==> src/rtl/softusb_frame_sched.sv <==
// softusb USB frame scheduler: SOF timing, 11-bit frame number and two one-shot
// in-frame alarms, exposed as a 10-register window on the navigation CPU IO bus.
module softusb_frame_sched #(
    parameter logic [5:0]  BASE         = 6'h28,
    parameter logic [15:0] FRAME_CYCLES = 16'd48000
) (
    input  logic        usb_clk,
    input  logic        usb_rst_n,
    input  logic        io_we,
    input  logic [5:0]  io_a,
    input  logic [7:0]  io_di,
    output logic [7:0]  io_do,
    output logic        sof,
    output logic [10:0] frame_nr,
    output logic        irq
);

    localparam logic [15:0] LAST = FRAME_CYCLES - 16'd1;

    logic [5:0]  ctrl;
    logic [2:0]  status;
    logic [15:0] pos;
    logic [15:0] alarm0;
    logic [15:0] alarm1;
    logic [7:0]  pos_shadow;

    // Offset wraps modulo 64, so a single compare bounds the window.
    logic [5:0] off;
    logic       in_win;
    assign off    = io_a - BASE;
    assign in_win = off < 6'd10;

    logic wr;
    assign wr = io_we && in_win;

    logic en, wrap, m0, m1;
    assign en   = ctrl[0];
    assign wrap = en && (pos == LAST);
    assign m0   = en && ctrl[1] && (pos == alarm0) && (alarm0 < FRAME_CYCLES);
    assign m1   = en && ctrl[2] && (pos == alarm1) && (alarm1 < FRAME_CYCLES);

    logic [2:0] w1c;
    assign w1c = (wr && off == 6'd1) ? io_di[2:0] : 3'b000;

    logic [7:0] rd_mux;
    always_comb begin
        rd_mux = 8'h00;
        if (in_win) begin
            case (off)
                6'd0:    rd_mux = {2'b00, ctrl};
                6'd1:    rd_mux = {5'b0, status};
                6'd2:    rd_mux = frame_nr[7:0];
                6'd3:    rd_mux = {5'b0, frame_nr[10:8]};
                6'd4:    rd_mux = alarm0[7:0];
                6'd5:    rd_mux = alarm0[15:8];
                6'd6:    rd_mux = alarm1[7:0];
                6'd7:    rd_mux = alarm1[15:8];
                6'd8:    rd_mux = pos[7:0];
                6'd9:    rd_mux = pos_shadow;
                default: rd_mux = 8'h00;
            endcase
        end
    end

    always_ff @(posedge usb_clk or negedge usb_rst_n) begin
        if (!usb_rst_n) begin
            io_do      <= 8'h00;
            sof        <= 1'b0;
            frame_nr   <= 11'd0;
            irq        <= 1'b0;
            pos        <= 16'd0;
            ctrl       <= 6'd0;
            status     <= 3'd0;
            alarm0     <= 16'd0;
            alarm1     <= 16'd0;
            pos_shadow <= 8'h00;
        end else begin
            sof <= wrap;

            if (wr && off == 6'd0 && io_di[0] && !en)
                pos <= 16'd0;
            else if (wrap)
                pos <= 16'd0;
            else if (en)
                pos <= pos + 16'd1;

            // Later assignments win: hardware disarm beats a same-cycle re-arm.
            if (wr && off == 6'd0)
                ctrl <= io_di[5:0];
            if (m0)
                ctrl[1] <= 1'b0;
            if (m1)
                ctrl[2] <= 1'b0;

            status <= (status & ~w1c) | {m1, m0, wrap};
            irq    <= |(status & ctrl[5:3]);

            // A frame number write in the wrap cycle suppresses the increment.
            if (wr && (off == 6'd2 || off == 6'd3)) begin
                if (off == 6'd2)
                    frame_nr[7:0] <= io_di;
                else
                    frame_nr[10:8] <= io_di[2:0];
            end else if (wrap) begin
                frame_nr <= frame_nr + 11'd1;
            end

            if (wr && off == 6'd4) alarm0[7:0]  <= io_di;
            if (wr && off == 6'd5) alarm0[15:8] <= io_di;
            if (wr && off == 6'd6) alarm1[7:0]  <= io_di;
            if (wr && off == 6'd7) alarm1[15:8] <= io_di;

            io_do <= rd_mux;
            if (in_win && off == 6'd8)
                pos_shadow <= pos[15:8];
        end
    end

endmodule
==> config.mk <==
export PLATFORM = sky130hd
export DESIGN_NAME = softusb_frame_sched
export DESIGN_NICKNAME = d
export VERILOG_FILES = /design/src/rtl/softusb_frame_sched.sv
export SDC_FILE = /design/constraint.sdc
export NUM_CORES = 1
export LEC_CHECK = 0
export CORE_UTILIZATION = 30
export CTS_BUF_LIST = sky130_fd_sc_hd__clkbuf_2 sky130_fd_sc_hd__clkbuf_4 sky130_fd_sc_hd__clkbuf_8
export CTS_CLUSTER_DIAMETER = 200
export CTS_CLUSTER_SIZE = 8
export DETAILED_ROUTE_END_ITERATION = 16
export GPL_ROUTABILITY_DRIVEN = 0
export PLACE_DENSITY_LB_ADDON = 0.15
export RECOVER_POWER = 100
export REMOVE_ABC_BUFFERS = 1
export SLEW_MARGIN = 0
export SYNTH_ARGS = -nofsm -noshare
export SYNTH_HDL_FRONTEND = slang
export SYNTH_SLANG_ARGS = --single-unit
==> constraint.sdc <==
create_clock -name usb_clk -period 6.2 [get_ports usb_clk]
set_clock_uncertainty 0.2 [all_clocks]
set_input_delay 0.93 -clock usb_clk [delete_from_list [all_inputs] [get_ports usb_clk]]
set_output_delay 0.93 -clock usb_clk [all_outputs]
set_load 0.05 [all_outputs]
==> results of run 1 <==
==> power by group <==
group / switching, mW / leakage, nW / internal, mW
clock network: 0.222 / 0.0993 / 0.199
logic: 0.171 / 1.18 / 0.149
registers: 0.163 / 1.14 / 0.630
total: 0.556 / 2.42 / 0.978
==> cells by family (layout without fill, tap and decap cells) <==
logic type	count (synthesis)	after routing	synth area share, %
DFF	86	86	42.9
AOI/OAI and AO/OA	107	107	15.0
and+or+nand+nor	148	148	16.7
buffers and inverters	51	69	4.73
adders and majority gates	3	3	0.748
xor gates and xnor gates	35	35	6.25
muxes	58	58	13.8
==> layout make-up <==
cell class	instances	area, um2	area share (%)
multi-input combinational	351	2600	45.9
sequential	86	2150	38.1
timing repair buffer	39	379	6.70
tap	216	270	4.78
clock buffer	10	138	2.43
clock inverter	6	67.6	1.19
inverter	14	52.6	0.929
==> registers in the layout, indices dropped and copies added (netlist names) <==
signal,count
pos,16
io_do,8
pos_shadow,8
status,3
sof,1
irq,1
alarm1,16
alarm0,16
frame_nr,11
ctrl,6
==> synthesized netlist by cell type (6+ instances only) <==
cell,count
sky130_fd_sc_hd__nor4_1,9
sky130_fd_sc_hd__nand4_1,14
sky130_fd_sc_hd__a22oi_1,6
sky130_fd_sc_hd__mux2_2,48
sky130_fd_sc_hd__o21ai_0,32
sky130_fd_sc_hd__mux2i_1,6
sky130_fd_sc_hd__a221oi_1,10
sky130_fd_sc_hd__a22o_1,7
sky130_fd_sc_hd__nor2_1,22
sky130_fd_sc_hd__buf_2,10
sky130_fd_sc_hd__nand2_1,39
sky130_fd_sc_hd__xnor2_1,18
sky130_fd_sc_hd__nand3_1,20
sky130_fd_sc_hd__dfrtp_1,86
sky130_fd_sc_hd__a21o_1,9
sky130_fd_sc_hd__clkbuf_1,19
sky130_fd_sc_hd__xor2_1,16
sky130_fd_sc_hd__a21oi_1,6
sky130_fd_sc_hd__nor3_1,10
sky130_fd_sc_hd__inv_1,14
==> layer usage <==
metal | wire, um | GRT usage (%) | up-vias
met5 | 0 | 0 | -
met4 | 375 | 7.17 | 0
met3 | 999 | 3.43 | 31
met2 | 7180 | 28.9 | 173
met1 | 7490 | 26.4 | 2049
li1 | - | - | 1829
==> path summary, 6_finish.rpt <==
| kind | endpoint | slack [ns] | cells past startpoint |
|---|---|---|---|
| min in group asynchronous | frame_nr[10] | 0.69 | 1 |
| worst min register to register | pos_shadow[0] | 0.32 | 1 |
| worst max-delay path | alarm1[7] | 1.45 | 8 |
| worst min-delay path | pos_shadow[0] | 0.32 | 1 |
| max in group asynchronous | pos[15] | 3.56 | 2 |
| worst max register to register | pos[7] | 2.85 | 6 |
==> metrics by stage <==
stage,cells,hold WS [ns],worst slack [ns],power [mW],area [um2]
2_1_floorplan,451,0.271,3.13,0.957,4840
3_3_place_gp,706,0.287,1.76,1.13,5490
3_5_place_dp,706,0.296,1.74,1.13,5490
4_1_cts,722,0.242,2.11,1.55,5690
5_1_grt,722,0.335,1.30,1.60,5660
6_report,722,0.323,1.45,1.53,5660
==> cells in the final DEF (no fill, tap or decap), drive strengths merged, types with 12 or more instances in the layout <==
cell type,Yosys,final
clkdlybuf4s50,0,14
dfrtp,86,86
dlygate4sd3,0,22
inv,14,16
mux2,48,48
nand2,39,39
nand3,21,21
nand4,15,15
nor2,24,24
nor3,12,12
o21ai,33,33
xnor2,18,18
xor2,17,17
==> summary.md, run 1 <==
| Metric | Value |
|---|---|
| Status | complete, but fails checks |
| Failing checks | capacitance limit, slew limit |
| Post-synth top area cell | sky130_fd_sc_hd__dfrtp_1 |
| Count of flip-flops with a built-in enable after synthesis | 0 |
| Slowest library cell on the worst path | sky130_fd_sc_hd__dlygate4sd3_1 |
| Final Slew Violations | 27 |
| Fraction of registers with async set/reset | 100% |
| Total negative slack for setup checks | 0 ns |
| Share of final-layout standard cells stronger than drive strength 1 | about 16% |
| Total detailed-routing wirelength | approximately 16,000 um |
| Setup repair after global routing missed its margin | no |
| Ys Warns | 0 |
| CP max stage delay | between 0.8 and 0.9 ns |
| Number of global-route vias before repair | slightly below 4,000 |
| Average footprint of a synthesized cell | around 10 um2 |
| Clock Latency Late Sink | roughly 0.39 ns |
| Filler Cell Count | 1,694 |
| Average wire length per cell after detail routing | 22.2 um |
| Standard-cell row count | 46 |
| Global-route wire length before repair | approximately 25,000 um |
| Relative slew slack | -0.914% |
| Number of distinct library cells after synthesis | around 70 |
| Overflow left after global routing | 0 |
| Antenna-violating nets left | 0 |
| Leakage | roughly 2.4 nW |
| Clock tree from TritonCTS | yes |
| Transition time at the pin with the least slew margin | ~1.5 ns |
| Overall die height | around 130 um |
| Pre-antenna DRT Iters | 7 |
| Post-synthesis instance total | 488 |
| Max-capacitance violation count | 1 |
| Maximum vdd drop | ~0.1 mV |
| Buf+Inv Stages, Crit Path | 2 |
| Share of the cycle needed by the critical path after routing | around three quarters |
| Number of buffers inserted for hold repair after clock tree synthesis | 0 |
| Synthesis-stage register bit count | 86 |
| Number of top-level pins | 38 |
| Final HPWL from detailed placement | 11,500 um |
| H-tree Lvls | 3 |
| Setup bufs post-CTS | 0 |
| Fmax achieved | roughly 210 MHz |
| Cell chain of the critical path | dlygate4sd3_1 -> inv_1 -> ha_1 -> xor2_1 -> and2_0 -> nand4_1 -> nor2_1 -> mux2_2 |
| Initial antenna violation count | 0 |
| Power density relative to cell area | around 270 nW/um2 |
| Core box area | roughly 16,000 um2 |
| Maximum number of pins on one net before global-route repair | between 60 and 70 |
| Post_cts resized | 0 |
| Count of buffers inserted at the top-level ports | 37 |
| Effective utilization at floorplan | between 30% and 40% |
| Post-detailed-route DRC marker count | 0 |
| Beginning of the worst hold path | pos_shadow[0] |
| Worst setup EP type | flip-flop |
| Kind of start point of the critical path | input pin |
| Share of the core filled with cells in the final layout | approximately a third |
| Total standard cell area after synthesis | between 5000 and 6000 um2 |
| Data required time of the worst path | between 6 and 7 ns |
| Buffer depth of the longest clock path | 2 |
| Number of failing hold endpoints at the final stage | 0 |
| Largest delay share family, worst path | simple AND/OR/NAND/NOR gates |
| Path category of the worst min-delay check | reg2reg |
| Net total in the final layout | 521 |
| Data arrival at the endpoint of the critical path | about 4.8 ns |
| Number of violations reported at the end of detailed-routing iteration 0 | 353 |
| Vias post-DR | approximately 4,000 |
| All-layer global routing usage | around a fifth |
| Post-synthesis to final-layout area growth | 12.6% |
| Final setup violating endpoints | 0 |
| Die area | between 15,000 and 20,000 um2 |
| Ys flop type | sky130_fd_sc_hd__dfrtp_1 |
| Vias per std cell | 5.65 |
| Final worst path period need | around 4.7 ns |
| TritonCTS Sinks | 86 |
| Startpoint of the worst setup timing path | io_a[3] |
| Clk root buf | sky130_fd_sc_hd__clkbuf_8 |
| Crit path kind | in2reg |
| Clock buffers created by TritonCTS | 9 |
| Share of synthesized area occupied by flip-flops and latches | 42.9% |
| Die W | between 100 and 150 um |
| Clock transition at the registers of the reported paths | about 0.09 ns |
| Ranking of synthesized cells by area | sky130_fd_sc_hd__dfrtp_1 43%, sky130_fd_sc_hd__mux2_2 11%, sky130_fd_sc_hd__o21ai_0 3.2% |
| Share of the synthesized area in the top cell type | approximately 43% |
| Worst-path fanout max | 14 |
| Antenna fix cells | 0 |
| Worst R2R Start | pos[0] |
No activity file was read; power rests on OpenSTA's default activity.
==> inputs of run 2 (changes only) <==
==> constraint.sdc (replaced) <==
create_clock -name usb_clk -period 4.7 [get_ports usb_clk]
set_clock_uncertainty 0.2 [all_clocks]
set_input_delay 0.705 -clock usb_clk [delete_from_list [all_inputs] [get_ports usb_clk]]
set_output_delay 0.705 -clock usb_clk [all_outputs]
set_load 0.05 [all_outputs]
==> summary.md, run 2 (same netlist as run 1, synthesis figures left out) <==
| Metric | Value |
|---|---|
| Antenna-violating nets left | 0 (unchanged) |
| Largest registers | alarm0 x16, alarm1 x16, pos x16 (unchanged) |
| Final worst path period need | approximately 4 ns |
| Transition time at the pin with the least slew margin | 2.21 ns (was 1.51 ns) |
| Number of top-level pins | 38 (unchanged) |
| Final Slew Violations | 87 (was 27) |
| Die W | 131 um (unchanged) |
| Post_cts resized | 0 (unchanged) |
| Share of final-layout standard cells stronger than drive strength 1 | 17.3% (was 16.0%) |
| Maximum number of pins on one net before global-route repair | 87 (was 62) |
| Clock buffers created by TritonCTS | 9 (unchanged) |
| Part of the total power dissipated in the clock network | 27.6% (was 27.4%) |
| Path category of the worst min-delay check | reg2reg (unchanged) |
| Average wire length per cell after detail routing | 21.8 um (was 22.2 um) |
| Core box area | 16,100 um2 (unchanged) |
| H-tree Lvls | 3 (unchanged) |
| Cell Int Power | 1.31 mW (was 978 uW) |
| Final HPWL from detailed placement | 11,400 um (was 11,500 um) |
| Highest-count cells in the layout ignoring fill and taps | 86 x sky130_fd_sc_hd__dfrtp_1, 48 x sky130_fd_sc_hd__mux2_2, 39 x sky130_fd_sc_hd__nand2_1 (unchanged) |
| Kind of start point of the critical path | input pin (unchanged) |
| Most common library cell in the layout ignoring fill and taps | sky130_fd_sc_hd__dfrtp_1 (unchanged) |
| Final setup violating endpoints | 0 (unchanged) |
| Vias post-DR | 4,043 (was 4,082) |
| Pre-antenna DRT Iters | 5 (was 7) |
| Crit path kind | in2reg (unchanged) |
| Leakage | 2.44 nW (was 2.42 nW) |
| Clock Latency Late Sink | 0.38 ns (was 0.39 ns) |
| Worst-path fanout max | 14 (unchanged) |
| Maximum vdd drop | 0.145 mV (was 0.0983 mV) |
| Met2 demand-to-capacity share in global routing | 27.7% (was 28.9%) |
| Worst Slack Setup Final | 0.747 ns (was 1.45 ns) |
| Max-capacitance violation count | 1 (unchanged) |
| Global-route wire length before repair | 24,900 um (was 24,600 um) |
| Pre-CTS setup slack | 0.836 ns (was 1.74 ns) |
| Setup repair after global routing missed its margin | no (unchanged) |
| Setup bufs post-CTS | 0 (unchanged) |
| Worst setup EP type | flip-flop (unchanged) |
| Net total in the final layout | 524 (was 521) |
| Fmax achieved | between 200 and 300 MHz |
| Layer with the highest usage after global routing | met2 (unchanged) |
| Met1 usage in global routing | 27.3% (was 26.4%) |
| Net switching power | 717 uW (was 556 uW) |
| M3 GR Usage | 3.70% (was 3.43%) |
| Clock tree from TritonCTS | yes (unchanged) |
| Post-synthesis to final-layout area growth | 13.4% (was 12.6%) |
| Standard-cell row count | 46 (unchanged) |
| Depth of the worst register-to-register path | 6 (unchanged) |
| Number of global-route vias before repair | 4,052 (was 3,891) |
| Die area | 17,300 um2 (unchanged) |
| Power density relative to cell area | 355 nW/um2 (was 271 nW/um2) |
| Effective utilization at floorplan | 31.2% (unchanged) |
| All-layer global routing usage | 19.2% (was 18.9%) |
| Data required time of the worst path | 4.77 ns (was 6.25 ns) |
| Combinational fraction of design power | 21.0% (was 20.9%) |
| Overflow left after global routing | 0 (unchanged) |
| Relative slew slack | -47.4% (was -0.914%) |
| Total negative slack for setup checks | 0 ns (unchanged) |
| Buffer depth of the longest clock path | 2 (unchanged) |
| Overall die height | 131 um (unchanged) |
| Filler Cell Count | 1,612 (was 1,694) |
| Net switching share of the total power | 35.4% (was 36.3%) |
| Total detailed-routing wirelength | 15,800 um (was 16,000 um) |
| Vias per std cell | 5.58 (was 5.65) |
| Final Power | 2.02 mW (was 1.53 mW) |
| Number of failing hold endpoints at the final stage | 0 (unchanged) |
| TritonCTS Sinks | 86 (unchanged) |
| Count of buffers inserted at the top-level ports | 37 (unchanged) |
| Antenna fix cells | 0 (unchanged) |
| Clk root buf | sky130_fd_sc_hd__clkbuf_8 (unchanged) |
| Clock transition at the registers of the reported paths | 0.08 ns (was 0.09 ns) |
| Hold Path Cell Cnt | 1 (unchanged) |
| Number of violations reported at the end of detailed-routing iteration 0 | 385 (was 353) |
| Number of buffers inserted for hold repair after clock tree synthesis | 0 (unchanged) |
| Register share of total power | 51.5% (was 51.7%) |
| Initial antenna violation count | 0 (unchanged) |
| Status | complete, but fails checks (unchanged) |
| Share of the cycle needed by the critical path after routing | a little over four fifths |
| Data arrival at the endpoint of the critical path | 4.02 ns (was 4.80 ns) |
| Post-detailed-route DRC marker count | 0 (unchanged) |
| Failing checks | capacitance limit, slew limit (unchanged) |
==> run 2: critical path, stage by stage <==
cell and delay, ns:
sky130_fd_sc_hd__dlygate4sd3_1 0.55, sky130_fd_sc_hd__buf_4 0.20, sky130_fd_sc_hd__inv_1 0.17, sky130_fd_sc_hd__ha_1 0.23, sky130_fd_sc_hd__xor2_1 0.46, sky130_fd_sc_hd__and2_0 0.48, sky130_fd_sc_hd__nand4_4 0.19, sky130_fd_sc_hd__nor2_1 0.62
sky130_fd_sc_hd__mux2_2 0.41
==> run 2: cell type report <==
class | count | area [um2] | area share (%)
repair buffers | 42 | 403 | 7.08
inverters | 14 | 52.6 | 0.923
clock buffers | 12 | 159 | 2.79
well taps | 216 | 270 | 4.75
flip-flops and latches | 86 | 2150 | 37.8
clock inverters | 4 | 45.0 | 0.791
multi-input cells | 351 | 2610 | 45.9
==> run 2: per-layer routing <==
| metal | up-vias | part of all wire [%] |
|---|---|---|
| li1 | 1835 | - |
| met3 | 30 | 6.6 |
| met4 | 0 | 3.4 |
| met2 | 157 | 43 |
| met5 | - | 0 |
| met1 | 2021 | 47 |
==> run 2: metrics by stage <==
stage / instances / hold slack [ns] / instance area, um2 / util, %
final: 725 / 0.310 / 5690 / 35.3
after global routing: 725 / 0.339 / 5690 / 35.3
after CTS: 725 / 0.308 / 5720 / 35.5
after detailed placement: 709 / 0.290 / 5510 / 34.2
after global placement: 709 / 0.288 / 5510 / 34.2
after floorplan: 451 / 0.209 / 4840 / -
==> run 2: final timing paths <==
check,to,slack (ns),startpoint
max reg2reg,pos[7],1.34,pos[1]
min in group asynchronous,frame_nr[2],0.75,usb_rst_n
max in group asynchronous,pos[0],2.23,usb_rst_n
min,pos_shadow[0],0.31,pos_shadow[0]
min reg2reg,pos_shadow[0],0.31,pos_shadow[0]
max,alarm1[14],0.75,io_a[3]
==> run 2: power by group through the flow <==
stage | clock (mW) | sequential, mW | combinational (mW)
after floorplan | 0 | 1.01 | 0.257
after global placement | 0 | 1.06 | 0.428
after detailed placement | 0 | 1.05 | 0.431
after CTS | 0.571 | 1.04 | 0.432
after global routing | 0.600 | 1.06 | 0.468
final | 0.558 | 1.04 | 0.425
